<file path="src/rtl/sobel_frame_seq.sv">
// Frame sequencer for a Sobel edge filter: gray pass, then a raster pass.
// Each interior pixel gets nine 3x3 window taps. Each border pixel gets a single direct write.
module sobel_frame_seq #(
    parameter int IMG_W = 32,
    parameter int IMG_H = 32
) (
    input  logic       clk,
    input  logic       rst,
    input  logic       start,
    input  logic       abort,
    output logic [9:0] gray_rd_addr,
    output logic       gray_wr_en,
    output logic [9:0] gray_wr_addr,
    output logic       win_rd_en,
    output logic [9:0] win_rd_addr,
    output logic       tap_valid,
    output logic [3:0] tap_idx,
    output logic       pix_wr_en,
    output logic [9:0] pix_wr_addr,
    output logic       border,
    output logic       busy,
    output logic       done,
    output logic [1:0] phase
);

    localparam logic [9:0] W10    = 10'(IMG_W);
    localparam logic [9:0] LAST_C = 10'(IMG_W - 1);
    localparam logic [9:0] LAST_R = 10'(IMG_H - 1);
    localparam logic [9:0] LAST_P = 10'(IMG_W * IMG_H - 1);

    typedef enum logic [2:0] {
        S_IDLE, S_GRAY, S_GRAY_DRAIN, S_SOB_TAP, S_SOB_WAIT, S_SOB_WR, S_DONE
    } state_t;

    state_t     state, state_nxt;
    logic [9:0] k, r, c, pix;
    logic [9:0] r_adv, c_adv;
    logic [3:0] t;
    logic       gwr_vld_p1, tap_vld_p1;
    logic [9:0] gwr_addr_p1;
    logic [3:0] tap_idx_p1;

    function automatic logic on_border(input logic [9:0] rr, input logic [9:0] cc);
        return (rr == 10'd0) || (rr == LAST_R) || (cc == 10'd0) || (cc == LAST_C);
    endfunction

    // Tap t sits at (dr, dc) = (t/3 - 1, t%3 - 1) around pixel p.
    function automatic logic [9:0] tap_addr(input logic [9:0] p, input logic [3:0] tt);
        logic [9:0] row;
        case (tt)
            4'd0, 4'd1, 4'd2: row = p - W10;
            4'd3, 4'd4, 4'd5: row = p;
            default:          row = p + W10;
        endcase
        case (tt)
            4'd0, 4'd3, 4'd6: return row - 10'd1;
            4'd1, 4'd4, 4'd7: return row;
            default:          return row + 10'd1;
        endcase
    endfunction

    always_comb begin
        c_adv = (c == LAST_C) ? 10'd0 : c + 10'd1;
        r_adv = (c == LAST_C) ? r + 10'd1 : r;
    end

    always_ff @(posedge clk or negedge rst) begin
        if (!rst) state <= S_IDLE;
        else      state <= state_nxt;
    end

    always_comb begin
        state_nxt = state;
        case (state)
            S_IDLE:       if (start) state_nxt = S_GRAY;
            S_GRAY:       if (k == LAST_P) state_nxt = S_GRAY_DRAIN;
            S_GRAY_DRAIN: state_nxt = on_border(10'd0, 10'd0) ? S_SOB_WR : S_SOB_TAP;
            S_SOB_TAP:    if (t == 4'd8) state_nxt = S_SOB_WAIT;
            S_SOB_WAIT:   state_nxt = S_SOB_WR;
            S_SOB_WR: begin
                if (pix == LAST_P)                state_nxt = S_DONE;
                else if (on_border(r_adv, c_adv)) state_nxt = S_SOB_WR;
                else                              state_nxt = S_SOB_TAP;
            end
            S_DONE:       state_nxt = S_IDLE;
            default:      state_nxt = S_IDLE;
        endcase
        if (abort && state != S_IDLE) state_nxt = S_IDLE;
    end

    // p0 -> p1: read data returns one cycle after each issued address
    always_ff @(posedge clk or negedge rst) begin
        if (!rst) begin
            k           <= '0;
            t           <= '0;
            r           <= '0;
            c           <= '0;
            pix         <= '0;
            gwr_vld_p1  <= 1'b0;
            gwr_addr_p1 <= '0;
            tap_vld_p1  <= 1'b0;
            tap_idx_p1  <= '0;
        end else begin
            gwr_vld_p1  <= (state == S_GRAY) && !abort;
            gwr_addr_p1 <= k;
            tap_vld_p1  <= (state == S_SOB_TAP) && !abort;
            tap_idx_p1  <= t;
            k <= (state == S_GRAY) ? k + 10'd1 : 10'd0;
            t <= (state == S_SOB_TAP && t != 4'd8) ? t + 4'd1 : 4'd0;
            if (state == S_SOB_WR) begin
                r   <= r_adv;
                c   <= c_adv;
                pix <= pix + 10'd1;
            end else if (state != S_SOB_TAP && state != S_SOB_WAIT) begin
                r   <= '0;
                c   <= '0;
                pix <= '0;
            end
        end
    end

    always_comb begin
        busy         = (state != S_IDLE);
        done         = (state == S_DONE);
        gray_rd_addr = (state == S_GRAY) ? k : 10'd0;
        gray_wr_en   = gwr_vld_p1;
        gray_wr_addr = gwr_addr_p1;
        win_rd_en    = (state == S_SOB_TAP);
        win_rd_addr  = (state == S_SOB_TAP) ? tap_addr(pix, t) : 10'd0;
        tap_valid    = tap_vld_p1;
        tap_idx      = tap_idx_p1;
        pix_wr_en    = (state == S_SOB_WR);
        pix_wr_addr  = (state == S_SOB_WR) ? pix : 10'd0;
        border       = (state == S_SOB_WR) && on_border(r, c);
        case (state)
            S_IDLE:                            phase = 2'd0;
            S_GRAY, S_GRAY_DRAIN:              phase = 2'd1;
            S_SOB_TAP, S_SOB_WAIT, S_SOB_WR:   phase = 2'd2;
            default:                           phase = 2'd3;
        endcase
    end

endmodule

</file>
<file path="config.mk">
export PLATFORM = sky130hd
export DESIGN_NAME = sobel_frame_seq
export DESIGN_NICKNAME = d
export VERILOG_FILES = /design/src/rtl/sobel_frame_seq.sv
export SDC_FILE = /design/constraint.sdc
export NUM_CORES = 1
export LEC_CHECK = 0
export ABC_AREA = 0
export CORE_MARGIN = 5
export CORE_UTILIZATION = 45
export CTS_BUF_LIST = sky130_fd_sc_hd__clkbuf_16
export DETAILED_ROUTE_END_ITERATION = 7
export GPL_TIMING_DRIVEN = 0
export PLACE_DENSITY = 0.67
export REMOVE_ABC_BUFFERS = 1
export SYNTH_ARGS = -nofsm -noshare
export SYNTH_HDL_FRONTEND = slang
export SYNTH_SLANG_ARGS = --single-unit
export TNS_END_PERCENT = 10
</file>
<file path="constraint.sdc">
create_clock -name clk -period 6.8 [get_ports clk]
set_clock_uncertainty 0.15 [all_clocks]
set_input_delay 1.36 -clock clk [delete_from_list [all_inputs] [get_ports clk]]
set_output_delay 1.36 -clock clk [all_outputs]
set_load 0.05 [all_outputs]
</file>
==> results of run 1 <==
registers in the layout (all words and copies together) (netlist names):
register and cells:
tap_valid 1, gray_wr_addr 10, tap_idx 4, c 10, state 3, k 10, r 10, t 4
gray_wr_en 1, pix 10
placed cells by master, fill, tap and decap left out, types with 3 or more instances in the layout:
cell and instances:
clkinv_2 3, dfrtp_1 63, mux2i_1 6, o31ai_1 7
and2_1 18, a22o_1 3, nand3_1 20, nor2_1 44
a21o_1 6, xnor2_1 16, o21a_1 3, and3_1 8
a211oi_1 8, inv_1 19, xor2_1 13, nand2_1 44
a31oi_1 5, nor3_1 10, or2_2 3, clkdlybuf4s50_1 55
a211oi_2 3, nand2b_1 3, nand4_1 9, o211ai_1 5
ha_1 23, a21oi_1 16, o41ai_1 3, clkbuf_16 9
o21ai_0 47, or3_1 5
final cells by class:
type,count,area [sq um],area share
multi-input combinational,371,2430,0.474
sequential,63,1580,0.307
timing repair buffer,57,573,0.112
clock buffer,9,225,0.0439
tap,129,161,0.0315
clock inverter,7,87.6,0.0171
inverter,19,71.3,0.0139
report_power, final:
part	switching [uW]	total (uW)	internal (uW)	leakage, uW
Combinational	377	572	195	0.00115
Clock	163	481	318	0.000161
Sequential	38.1	439	401	0.000874
Total	578	1490	915	0.00219
final timing paths:
path | startpoint | to | slack, ns | cells past startpoint
setup / recovery | t[0] | win_rd_addr[9] | 0.27 | 14
hold / removal | k[1] | gray_wr_addr[1] | 0.28 | 0
setup reg to reg | state[2] | pix[9] | 4.07 | 7
hold reg to reg | k[1] | gray_wr_addr[1] | 0.28 | 0
max in group asynchronous | rst | c[6] | 5.01 | 1
min in group asynchronous | rst | gray_wr_addr[2] | 0.97 | 1
per-layer routing:
layer,routed length [um],vias to the layer above
met2,4390,79
met4,128,0
met3,417,15
met1,4690,1732
met5,0,-
li1,-,1789
worst max-delay path: cells and delay by family, from the launching register on:
family / cells / cell delay (ns)
XOR/XNOR: 1 / 0.33
AND/OR/NAND/NOR: 3 / 0.52
multiplexers: 2 / 0.56
buffers and inverters: 2 / 0.93
flip-flops: 1 / 0.43
AO/OA/AOI/OAI: 3 / 0.88
adder cells (fa/ha/maj): 3 / 1.04
through the flow:
stage,hold slack (ns),util
6_report,0.282,0.552
3_5_place_dp,0.262,0.518
2_1_floorplan,0.233,-
3_3_place_gp,0.264,0.516
4_1_cts,0.274,0.552
5_1_grt,0.294,0.552
logic make-up (layout without fill, tap and decap cells):
family | Yosys count | after routing | share of synthesized area
buffers and inverters | 51 | 92 | 0.0685
XOR/XNOR | 30 | 30 | 0.0644
adder cells (fa/ha/maj) | 25 | 25 | 0.0763
AO/OA/AOI/OAI | 125 | 125 | 0.187
flip-flops | 63 | 63 | 0.367
AND/OR/NAND/NOR | 184 | 184 | 0.220
multiplexers | 7 | 7 | 0.0166
==> metrics.txt, run 1 <==
Starting Density 0.463; top cells by area, synth dfrtp_1 37%, ha_1 6.7%, o21ai_0 5.6%, nand2_1 3.8%, nor2_1 3.8%; count of endpoints failing setup in the final report 0; Leakage Power 0.00219 uW; number of cells after detailed placement approximately 640; die area 11600 sq um; Ports 57; Root Driver clkbuf_16; placement-stage cell area 4810 sq um; wire length per cell roughly 15 um; top_reg_cell synth dfrtp_1; post-synthesis instance area 4290 sq um; count leader, synth dfrtp_1; min-delay worst type register to register; CTS H-tree depth 3; CP Capture Type primary output; status complete, no violations; pwr dens slightly below 300 nW/um^2; top cell type's share of synthesized area 0.367; Clock Pin Slew Worst Setup and Hold Paths 0.06 ns; Layout fillers 886; Peak VDD IR 0.151 mV; quantity of gates resized following cts 1; drt first-iter violations about 150; grt ovf 0; pre-CTS setup slack 0.308 ns; Slowest cell on crit path clkdlybuf4s50_1; Post-CTS Hold Buffers 0; M2 GR Usage 0.274; RSZ-0062 raised after global routing no; synthesized area per cell 8.85 sq um; Post-synth ARST share 1.00; Avg Vias per Cell around 5.5; final hold vios 0; worst-margin pin slew between 1 and 1.5 ns; hpwl dp 6660 um; post-route design area 5130 sq um; Layout Nets 550; Rows 35; drt total wl 9630 um; total power roughly 1500 uW; WP data required 5.29 ns; GRT Total Usage 0.172; Yosys Warn Count 0; antenna-violating nets left 0; Die Wd roughly 110 um; Final GP Congestion around 0.88; first-pass GRT wire length 16400 um; count of input and output buffers 56; Setup TNS Final 0 ns; CTS Sinks 63; Max Cap Viol 0; drt first pass iters 4; Core Region roughly 9300 sq um; number of global-route vias before repair 3466; post-synthesis cell type count 65; Slew HR 0.118; post-CTS setup buffer count 0; CP startpoint kind register; crit-path max FO 6; layout cells sized above 1 0.0703; CP cell instances inv_1 -> ha_1 -> nor2_1 -> a211oi_2 -> fa_1 -> mux2_2 -> ha_1 -> or2_2 -> a21boi_0 -> a41oi_1 -> mux2i_1 -> xnor3_1 -> nor2_1 -> clkdlybuf4s50_1; initial antenna violation count 0; met3 Usage GRT 0.0366; WS Path Type register to primary output; final worst slack 0.270 ns; Fmax 153 MHz; most frequent cells after synthesis 63 x dfrtp_1, 48 x o21ai_0, 44 x nand2_1, 44 x nor2_1, 23 x ha_1; Die H 108 um; clock buffer count from CTS 9; synth-to-layout area growth 19.4%; Vias 3615; #FFs+latches synth 63; largest net degree at the start of global routing 64; Tcrit/Tclk final 0.960; Critical Path AT 5.02 ns; EDFF count, synth 0; Residual DRC 0; Seq/Total Area, Yosys 0.367; GRT busiest layer met2; synthesized instance count between 400 and 500; CP peak stage delay 0.83 ns; Final Max Slew Viols 0; CTS Buffer Depth 2; Non-Filler Instances around 660; clock latency on the worst-skew pair ~0.32 ns; CTS tree yes; top cell type by total area after synthesis dfrtp_1; Inserted Diodes 0; final worst path period need 6.53 ns; GRT met1 Usage 0.234
Power figures use the tool's default switching activity.
==> run 2: changes to the inputs <==
--- a/config.mk
+++ b/config.mk
@@ -9,6 +9,7 @@
 export CORE_MARGIN = 5
 export CORE_UTILIZATION = 45
 export CTS_BUF_LIST = sky130_fd_sc_hd__clkbuf_16
+export CTS_CLUSTER_SIZE = 10
 export DETAILED_ROUTE_END_ITERATION = 7
 export GPL_TIMING_DRIVEN = 0
 export PLACE_DENSITY = 0.67
==> results of run 2 <==
Final layout, timing and power as in run 1 (identical DEF).
==> run 3: changes to the inputs <==
--- a/config.mk
+++ b/config.mk
@@ -7,12 +7,12 @@
 export LEC_CHECK = 0
 export ABC_AREA = 0
 export CORE_MARGIN = 5
-export CORE_UTILIZATION = 45
+export CORE_UTILIZATION = 56
 export CTS_BUF_LIST = sky130_fd_sc_hd__clkbuf_16
 export CTS_CLUSTER_SIZE = 10
 export DETAILED_ROUTE_END_ITERATION = 7
 export GPL_TIMING_DRIVEN = 0
-export PLACE_DENSITY = 0.67
+export PLACE_DENSITY = 0.81
 export REMOVE_ABC_BUFFERS = 1
 export SYNTH_ARGS = -nofsm -noshare
 export SYNTH_HDL_FRONTEND = slang
==> metrics.txt, run 3 (synthesis gave the netlist of run 1 again) <==
met2 routed WL 4730 um (was 4390 um); Final Max Slew Viols 0 (unchanged); Layout fillers 591 (was 886); worst r2r src state[2] (unchanged); final hold vios 0 (unchanged); count of endpoints failing setup in the final report 0 (unchanged); most frequent cells in the layout 63 x dfrtp_1, 54 x clkdlybuf4s50_1, 47 x o21ai_0 (was 63 x dfrtp_1, 55 x clkdlybuf4s50_1, 47 x o21ai_0); Max Cap Viol 0 (unchanged); CTS tree yes (unchanged); Clock Pin Slew Worst Setup and Hold Paths 0.06 ns (about the same); final worst slack 0.649 ns (was 0.270 ns); Rows 32 (was 35); Leakage Power 0.00223 uW (was 0.00219 uW); Met1 Routed Length 4250 um (was 4690 um); antenna-violating nets left 0 (unchanged); clock latency on the worst-skew pair 0.33 ns (was 0.32 ns); Core Region 7610 sq um (was 9280 sq um); final worst path period need 6.15 ns (was 6.53 ns); crit-path max FO 6 (unchanged); post-CTS setup buffer count 0 (unchanged); Layout Nets 552 (was 550); Register Area 1580 sq um (unchanged); worst-margin pin slew 0.744 ns (was 1.32 ns); CTS Sinks 63 (unchanged); Highest Signal Layer met4 (unchanged); placement-stage cell area 4790 sq um (was 4810 sq um); Root Driver clkbuf_16 (unchanged); Residual DRC 0 (unchanged); most common cell after layout, fill and taps aside dfrtp_1 (unchanged); worst r2r dst pix[9] (unchanged); Tcrit/Tclk final 0.905 (was 0.960); total power 1540 uW (was 1490 uW); Setup TNS Final 0 ns (unchanged); pre-CTS setup slack 0.336 ns (was 0.308 ns); worst r2r path cells 7 (unchanged); WP data required 5.29 ns (about the same); Peak VDD IR 0.183 mV (was 0.151 mV); Fmax 163 MHz (was 153 MHz); CP Capture Type primary output (unchanged); Vias 3740 (was 3615); drt first pass iters 5 (was 4); R2R setup slack 3.97 ns (was 4.07 ns); Final GP Congestion 0.868 (was 0.884); Hold Startpoint k[1] (unchanged); initial antenna violation count 0 (unchanged); layout cells sized above 1 0.0758 (was 0.0703); RSZ-0062 raised after global routing no (unchanged); Hold Path End gray_wr_addr[1] (unchanged); Inserted Diodes 0 (unchanged); post-route design area 5150 sq um (was 5130 sq um); count of input and output buffers 56 (unchanged); Met3 Routed Length 569 um (was 417 um); Starting Density 0.564 (was 0.463); GRT Total Usage 0.204 (was 0.172); pwr dens 300 nW/um^2 (was 291 nW/um^2); hpwl dp 6650 um (was 6660 um); Ports 57 (unchanged); Die Wd 97.6 um (was 108 um); largest net degree at the start of global routing 43 (was 64); clock buffer count from CTS 9 (unchanged); CTS Buffer Depth 2 (unchanged); WS Path Type register to primary output (unchanged); Finished Core Util 0.677 (was 0.552); Die H 97.6 um (was 108 um); hold path cells 0 (unchanged); CP startpoint kind register (unchanged); die area 9520 sq um (was 11600 sq um); Critical Path AT 4.64 ns (was 5.02 ns); wire length per cell 15.3 um (was 14.7 um); min-delay worst type register to register (unchanged); Slew HR 0.503 (was 0.118); first-pass GRT wire length 16500 um (was 16400 um); status complete, no violations (unchanged); footprint of the multi-input gates 2430 sq um (unchanged); grt ovf 0 (unchanged); drt total wl 9640 um (was 9630 um); Avg Vias per Cell 5.94 (was 5.52); synth-to-layout area growth 20.0% (was 19.4%); drt first-iter violations 157 (was 147); number of global-route vias before repair 3570 (was 3466); CTS H-tree depth 3 (unchanged)
-- run 3: worst max path at each step --
stage / slack, ns / from / depth (start not counted) / endpoint
finish: 0.65 / t[0] / 14 / win_rd_addr[9]
global route: 0.38 / t[0] / 14 / win_rd_addr[9]
CTS: 0.27 / t[0] / 14 / win_rd_addr[9]
detailed placement: 0.34 / t[0] / 14 / win_rd_addr[9]
global placement: 0.44 / t[0] / 14 / win_rd_addr[9]
floorplan: 0.98 / t[0] / 13 / win_rd_addr[9]
-- run 3: final cells by class --
cell class / count / area share
clock buffer: 9 / 0.0437
clock inverter: 7 / 0.0236
inverter: 19 / 0.0138
multi-input combinational: 371 / 0.472
sequential: 63 / 0.306
tap: 102 / 0.0248
timing repair buffer: 59 / 0.116
-- run 3: power by group --
part           internal, uW  switching [uW]
registers               401            39.8
clock network           359             170
logic                   196             378
-- run 3: per-stage QoR --
step / instances / hold WS, ns
after floorplan: 453 / 0.233
after global placement: 611 / 0.256
after detailed placement: 613 / 0.256
after CTS: 629 / 0.268
after global routing: 630 / 0.300
final: 630 / 0.268
-- run 3: timing repair --
| item | 4_1_cts | 5_1_grt |
|---|---|---|
| setup endpoints to repair | 1 | 1 |
| hold buffers | 0 | 0 |
| pin swaps | 0 | 0 |
| resized for setup | 1 | 1 |
-- run 3: routing by layer --
layer / up-vias / global-route usage
li1: 1793 / -
met1: 1816 / 0.268
met2: 120 / 0.341
met3: 11 / 0.0409
met4: 0 / 0.0575
met5: - / 0
-- run 3: worst max-delay path, cell delays in order (launching register included) --
cell and delay, ns:
dfrtp_1 0.44, inv_1 0.11, ha_1 0.21, nor2_1 0.10, a211oi_2 0.50, fa_1 0.51, mux2_2 0.29, ha_1 0.31
or2_2 0.30, a21boi_0 0.15, a41oi_1 0.26, mux2i_1 0.26, xnor3_1 0.32, nor2_1 0.12, dlymetal6s2s_1 0.45
==> patch 1 (flow settings as in run 2) <==
Put a register stage on the output `tap_idx`, with the module's reset. The value now appears one clock later. The other outputs are not delayed to match.
--- a/src/rtl/sobel_frame_seq.sv
+++ b/src/rtl/sobel_frame_seq.sv
@@ -33,2 +33,4 @@
     } state_t;
+
+    logic [3:0] tap_idx_d;
 
@@ -130,3 +132,3 @@
         tap_valid    = tap_vld_p1;
-        tap_idx      = tap_idx_p1;
+        tap_idx_d    = tap_idx_p1;
         pix_wr_en    = (state == S_SOB_WR);
@@ -142,2 +144,10 @@
 
+    always_ff @(posedge clk or negedge rst) begin
+        if (!rst) begin
+            tap_idx <= '0;
+        end else begin
+            tap_idx <= tap_idx_d;
+        end
+    end
+
 endmodule
Check against the original RTL: same outputs for any inputs over 10 cycles, from zero or initial values and one cycle with rst low; that may be too few to reach the edited logic, so the function may still have changed.
==> patch 1 against run 2 <==
Die area rose by 0.45%. Sequential cell count up 4. Wire length fell by 1.1%. Setup slack improved by 0.19 ns. Largest cell class unchanged. Sequential power increased by 7.7%. Power rose by 8.4%. Design area grew 1.1%. Synthesized area increased by 0.50%. Critical endpoint unchanged. Highest routed layer unchanged.
==> patch 1: results (changes against run 2) <==
| Metric | Value |
|---|---|
| Worst reg-to-reg path cell count | 8 (was 7) |
| Layout Cells excl Fill | 666 (was 655) |
| Static leakage | 2.26 nW (was 2.19 nW) |
| Register area share after synthesis | 0.389 (was 0.367) |
| Vias in the first global route | 3422 (was 3466) |
| R2R Path Start | state[1] (was state[2]) |
| Hold Crit Endpoint | tap_idx[2] (was gray_wr_addr[1]) |
| Status | finished, final reports clean (unchanged) |
| Reg2reg setup slack | 3.08 ns (was 4.07 ns) |
| Share of cells above drive strength 1 | 0.0615 (was 0.0703) |
| Final Wtd Congestion | 0.844 (was 0.884) |
| Worst-Margin Slew | 1.16 ns (was 1.32 ns) |
| Fill count | 851 (was 886) |
| Synth top area cells | dfrtp_1 39%, ha_1 6.7%, o21ai_0 6.0% (was dfrtp_1 37%, ha_1 6.7%, o21ai_0 5.6%) |
| Post-CTS Resized | 0 (was 1) |
| WL final | 9520 um (was 9630 um) |
| Post-synth cell types | 54 (was 65) |
| Cells after synthesis | 500 (was 485) |
| CP delay by family, top | simple AND/OR/NAND/NOR gates (was adder cells) |
| Fin nets | 561 (was 550) |
| WP data arrival | 4.83 ns (was 5.02 ns) |
| Iteration-0 DRC Markers | 174 (was 147) |
| Vias | 3639 (was 3615) |
| Crit-path max cell delay | 0.81 ns (was 0.83 ns) |
| Pin count of the biggest net entering global routing | 68 (was 64) |
| First-pass GRT wire length | 16500 um (was 16400 um) |
| Post-DP Area | 4890 sq um (was 4810 sq um) |
| Final Hold Slack | 0.195 ns (was 0.282 ns) |
| Cell count after placement | 650 (was 639) |
| Top post-synthesis cells by count | 67 x dfrtp_1, 58 x nor2_1, 52 x o21ai_0, 40 x nand2_1, 23 x ha_1 (was 63 x dfrtp_1, 48 x o21ai_0, 44 x nand2_1, 44 x nor2_1, 23 x ha_1) |
[patch 1: worst max path at each step]
stage	from	to	slack (ns)
2_1_floorplan	t[0]	win_rd_addr[7]	1.05
3_3_place_gp	t[0]	win_rd_addr[9]	0.79
3_5_place_dp	t[0]	win_rd_addr[9]	0.79
4_1_cts	t[0]	win_rd_addr[9]	0.41
5_1_grt	t[0]	win_rd_addr[9]	0.19
6_report	t[0]	win_rd_addr[9]	0.46
[patch 1: cell families (layout without fill, tap and decap cells)]
family,after synthesis,in the layout,share of synthesized area
flops,67,67,0.389
fa+ha+maj,25,25,0.0760
xor+xnor,28,28,0.0568
mux,7,7,0.0171
compound gates,121,121,0.177
simple gates,199,199,0.229
buf+inv,53,90,0.0557
[patch 1: area by class of cell]
type | instances | area, sq um | area share
clock buffer | 9 | 225 | 0.0434
clock inverter | 7 | 68.8 | 0.0133
inverter | 16 | 60.1 | 0.0116
multi-input combinational | 380 | 2410 | 0.464
sequential | 67 | 1680 | 0.323
tap | 129 | 161 | 0.0311
timing repair buffer | 58 | 584 | 0.113
[patch 1: report_power, final]
part,leakage (nW),internal [mW],switching (mW),total [mW]
clock network,0.131,0.281,0.171,0.452
registers,0.928,0.430,0.0434,0.473
logic,1.20,0.236,0.456,0.693
total,2.26,0.948,0.671,1.62
[patch 1: per-layer routing]
metal | wire [um] | GRT usage | vias up
met2 | 4310 | 0.265 | 75
met5 | 0 | 0 | -
met3 | 390 | 0.0360 | 8
met4 | 72 | 0.0379 | 0
li1 | - | - | 1825
met1 | 4750 | 0.250 | 1731
[patch 1: through the flow]
step,total power [mW],util
after floorplan,0.954,-
after global placement,1.15,0.523
after detailed placement,1.17,0.527
after CTS,1.63,0.558
after global routing,1.71,0.558
final,1.62,0.558
==> patch 2 (flow settings as in run 2) <==
Without the edit above. Set the parameter `IMG_H` to 24 (it was 32).
--- a/src/rtl/sobel_frame_seq.sv
+++ b/src/rtl/sobel_frame_seq.sv
@@ -4,3 +4,3 @@
     parameter int IMG_W = 32,
-    parameter int IMG_H = 32
+    parameter int IMG_H = 24
 ) (
Function: same outputs for any inputs over 10 cycles, from zero or initial values and one cycle with rst low; that may be too few to reach the edited logic, so the function may still have changed.
==> patch 2 against run 2 <==
Synthesized area fell by 3.6%. Combinational power rose by 6.5%. Synthesized cell count fell by 0.21%. Critical path depth rose by 1. Die area fell by 3.3%. Via count fell by 0.19%. Sequential cell count did not move. Sequential share of layout area rose by 0.068 points. Fmax rose by 2.6%. Design area fell by 0.22%. Power rose by 6.1%. Setup slack improved by 0.16 ns. Wire length fell by 0.36%. Critical path type unchanged. Largest cell class unchanged.
==> patch 2: results (changes against run 2) <==
| Metric | Value |
|---|---|
| Clk_lat worst skew | 0.33 ns |
| Status | finished, final reports clean (unchanged) |
| Worst reg-to-reg path cell count | 8 (was 7) |
| Static leakage | 2.23 nW (was 2.19 nW) |
| Hold path start | k[9] (was k[1]) |
| R2R Path Start | state[1] (was state[2]) |
| Final Wtd Congestion | 0.861 (was 0.884) |
| First drt pass iteration count | 4 (unchanged) |
| WP data arrival | 4.86 ns (was 5.02 ns) |
| CTS Buffer Depth | 2 (unchanged) |
| Synth top area cells | dfrtp_1 38%, ha_1 7.0%, o21ai_0 5.2% (was dfrtp_1 37%, ha_1 6.7%, o21ai_0 5.6%) |
| Worst vdd ir | 0.000141 V (was 0.000151 V) |
| Register area share after synthesis | 0.381 (was 0.367) |
| Share of cells above drive strength 1 | 0.0618 (was 0.0703) |
| Initial antenna violation count | 0 (unchanged) |
| WL final | 9590 um (was 9630 um) |
| Top post-synthesis cells by count | 63 x dfrtp_1, 57 x nor2_1, 43 x o21ai_0, 40 x nand2_1 (was 63 x dfrtp_1, 48 x o21ai_0, 44 x nand2_1, 44 x nor2_1, 23 x ha_1) |
| Fill count | 826 (was 886) |
| Worst-path maximum fanout | 6 (unchanged) |
| Warnings from Yosys | 0 (unchanged) |
| Worst-Margin Slew | 1.15 ns (was 1.32 ns) |
| Routed len/inst | 14.9 um (was 14.7 um) |
| H-tree levels | 3 (unchanged) |
| Post-synth cell types | 54 (was 65) |
| Fin nets | 558 (was 550) |
| Iteration-0 DRC Markers | 196 (was 147) |
| First-pass GRT wire length | 16800 um (was 16400 um) |
| Post-CTS Resized | 0 (was 1) |
| DP Wirelength | 6600 um (was 6660 um) |
| Vias in the first global route | 3567 (was 3466) |
| Post-layout min period | 6.37 ns (was 6.53 ns) |
| Avg Vias per Cell | 5.59 (was 5.52) |
| GRT Resource Usage Total | 0.181 (was 0.172) |
| Syn Area/Cell | 8.55 sq um (was 8.85 sq um) |
| Place WS | 0.762 ns (was 0.308 ns) |
| Reg2reg setup slack | 3.01 ns (was 4.07 ns) |
| Cell count after placement | 629 (was 639) |
| Hold Crit Endpoint | gray_wr_addr[9] (was gray_wr_addr[1]) |
## patch 2: final cells by class
class,instances,area share
multi-input cells,376,0.467
inverters,21,0.0154
well taps,111,0.0271
clock inverters,7,0.0245
repair buffers,58,0.114
flip-flops and latches,63,0.308
clock buffers,9,0.0440
## patch 2: power by group
| group | leakage (nW) | internal (mW) | switching [mW] |
|---|---|---|---|
| registers | 0.873 | 0.400 | 0.0292 |
| clock network | 0.171 | 0.363 | 0.182 |
| logic | 1.19 | 0.203 | 0.406 |
## patch 2: kinds of logic (layout without fill, tap and decap cells)
| group | Yosys count | in the layout | synth area share |
|---|---|---|---|
| xor gates and xnor gates | 35 | 35 | 0.0741 |
| AOI/OAI and AO/OA | 113 | 113 | 0.164 |
| muxes | 4 | 4 | 0.0103 |
| DFF | 63 | 63 | 0.381 |
| buffers and inverters | 45 | 95 | 0.0444 |
| adders and majority gates | 25 | 25 | 0.0792 |
| and+or+nand+nor | 199 | 199 | 0.247 |
## patch 2: how the worst max path moves through the flow
| stage | start | end | cells after the start |
|---|---|---|---|
| 6_report | t[0] | win_rd_addr[9] | 15 |
| 3_3_place_gp | t[0] | win_rd_addr[9] | 15 |
| 2_1_floorplan | t[0] | win_rd_addr[7] | 13 |
| 4_1_cts | t[0] | win_rd_addr[9] | 15 |
| 5_1_grt | t[0] | win_rd_addr[6] | 14 |
| 3_5_place_dp | t[0] | win_rd_addr[9] | 15 |
## patch 2: critical path, stage by stage, from the launching register on
cell	delay, ns
dfrtp_1	0.44
inv_1	0.11
ha_1	0.24
nor3_1	0.07
nor3_1	0.61
fa_1	0.53
mux2_2	0.28
ha_1	0.30
or2_2	0.30
a21boi_0	0.14
a41oi_1	0.25
xnor2_1	0.14
nor2_1	0.07
xnor2_1	0.15
nor2_1	0.08
clkdlybuf4s50_1	0.82
## patch 2: stage by stage
step	power, mW	cell area, sq um	hold slack, ns
after floorplan	0.854	4030	0.234
after global placement	1.02	4730	0.268
after detailed placement	1.04	4770	0.268
after CTS	1.60	5120	0.284
after global routing	1.68	5120	0.305
final	1.58	5120	0.283
## patch 2: metal layers
| layer | vias to the layer above | share of wire | GRT usage |
|---|---|---|---|
| met5 | - | 0 | 0 |
| met4 | 0 | 0.013 | 0.0453 |
| met3 | 12 | 0.042 | 0.0498 |
| met2 | 71 | 0.48 | 0.304 |
| met1 | 1719 | 0.47 | 0.231 |
| li1 | 1806 | - | - |
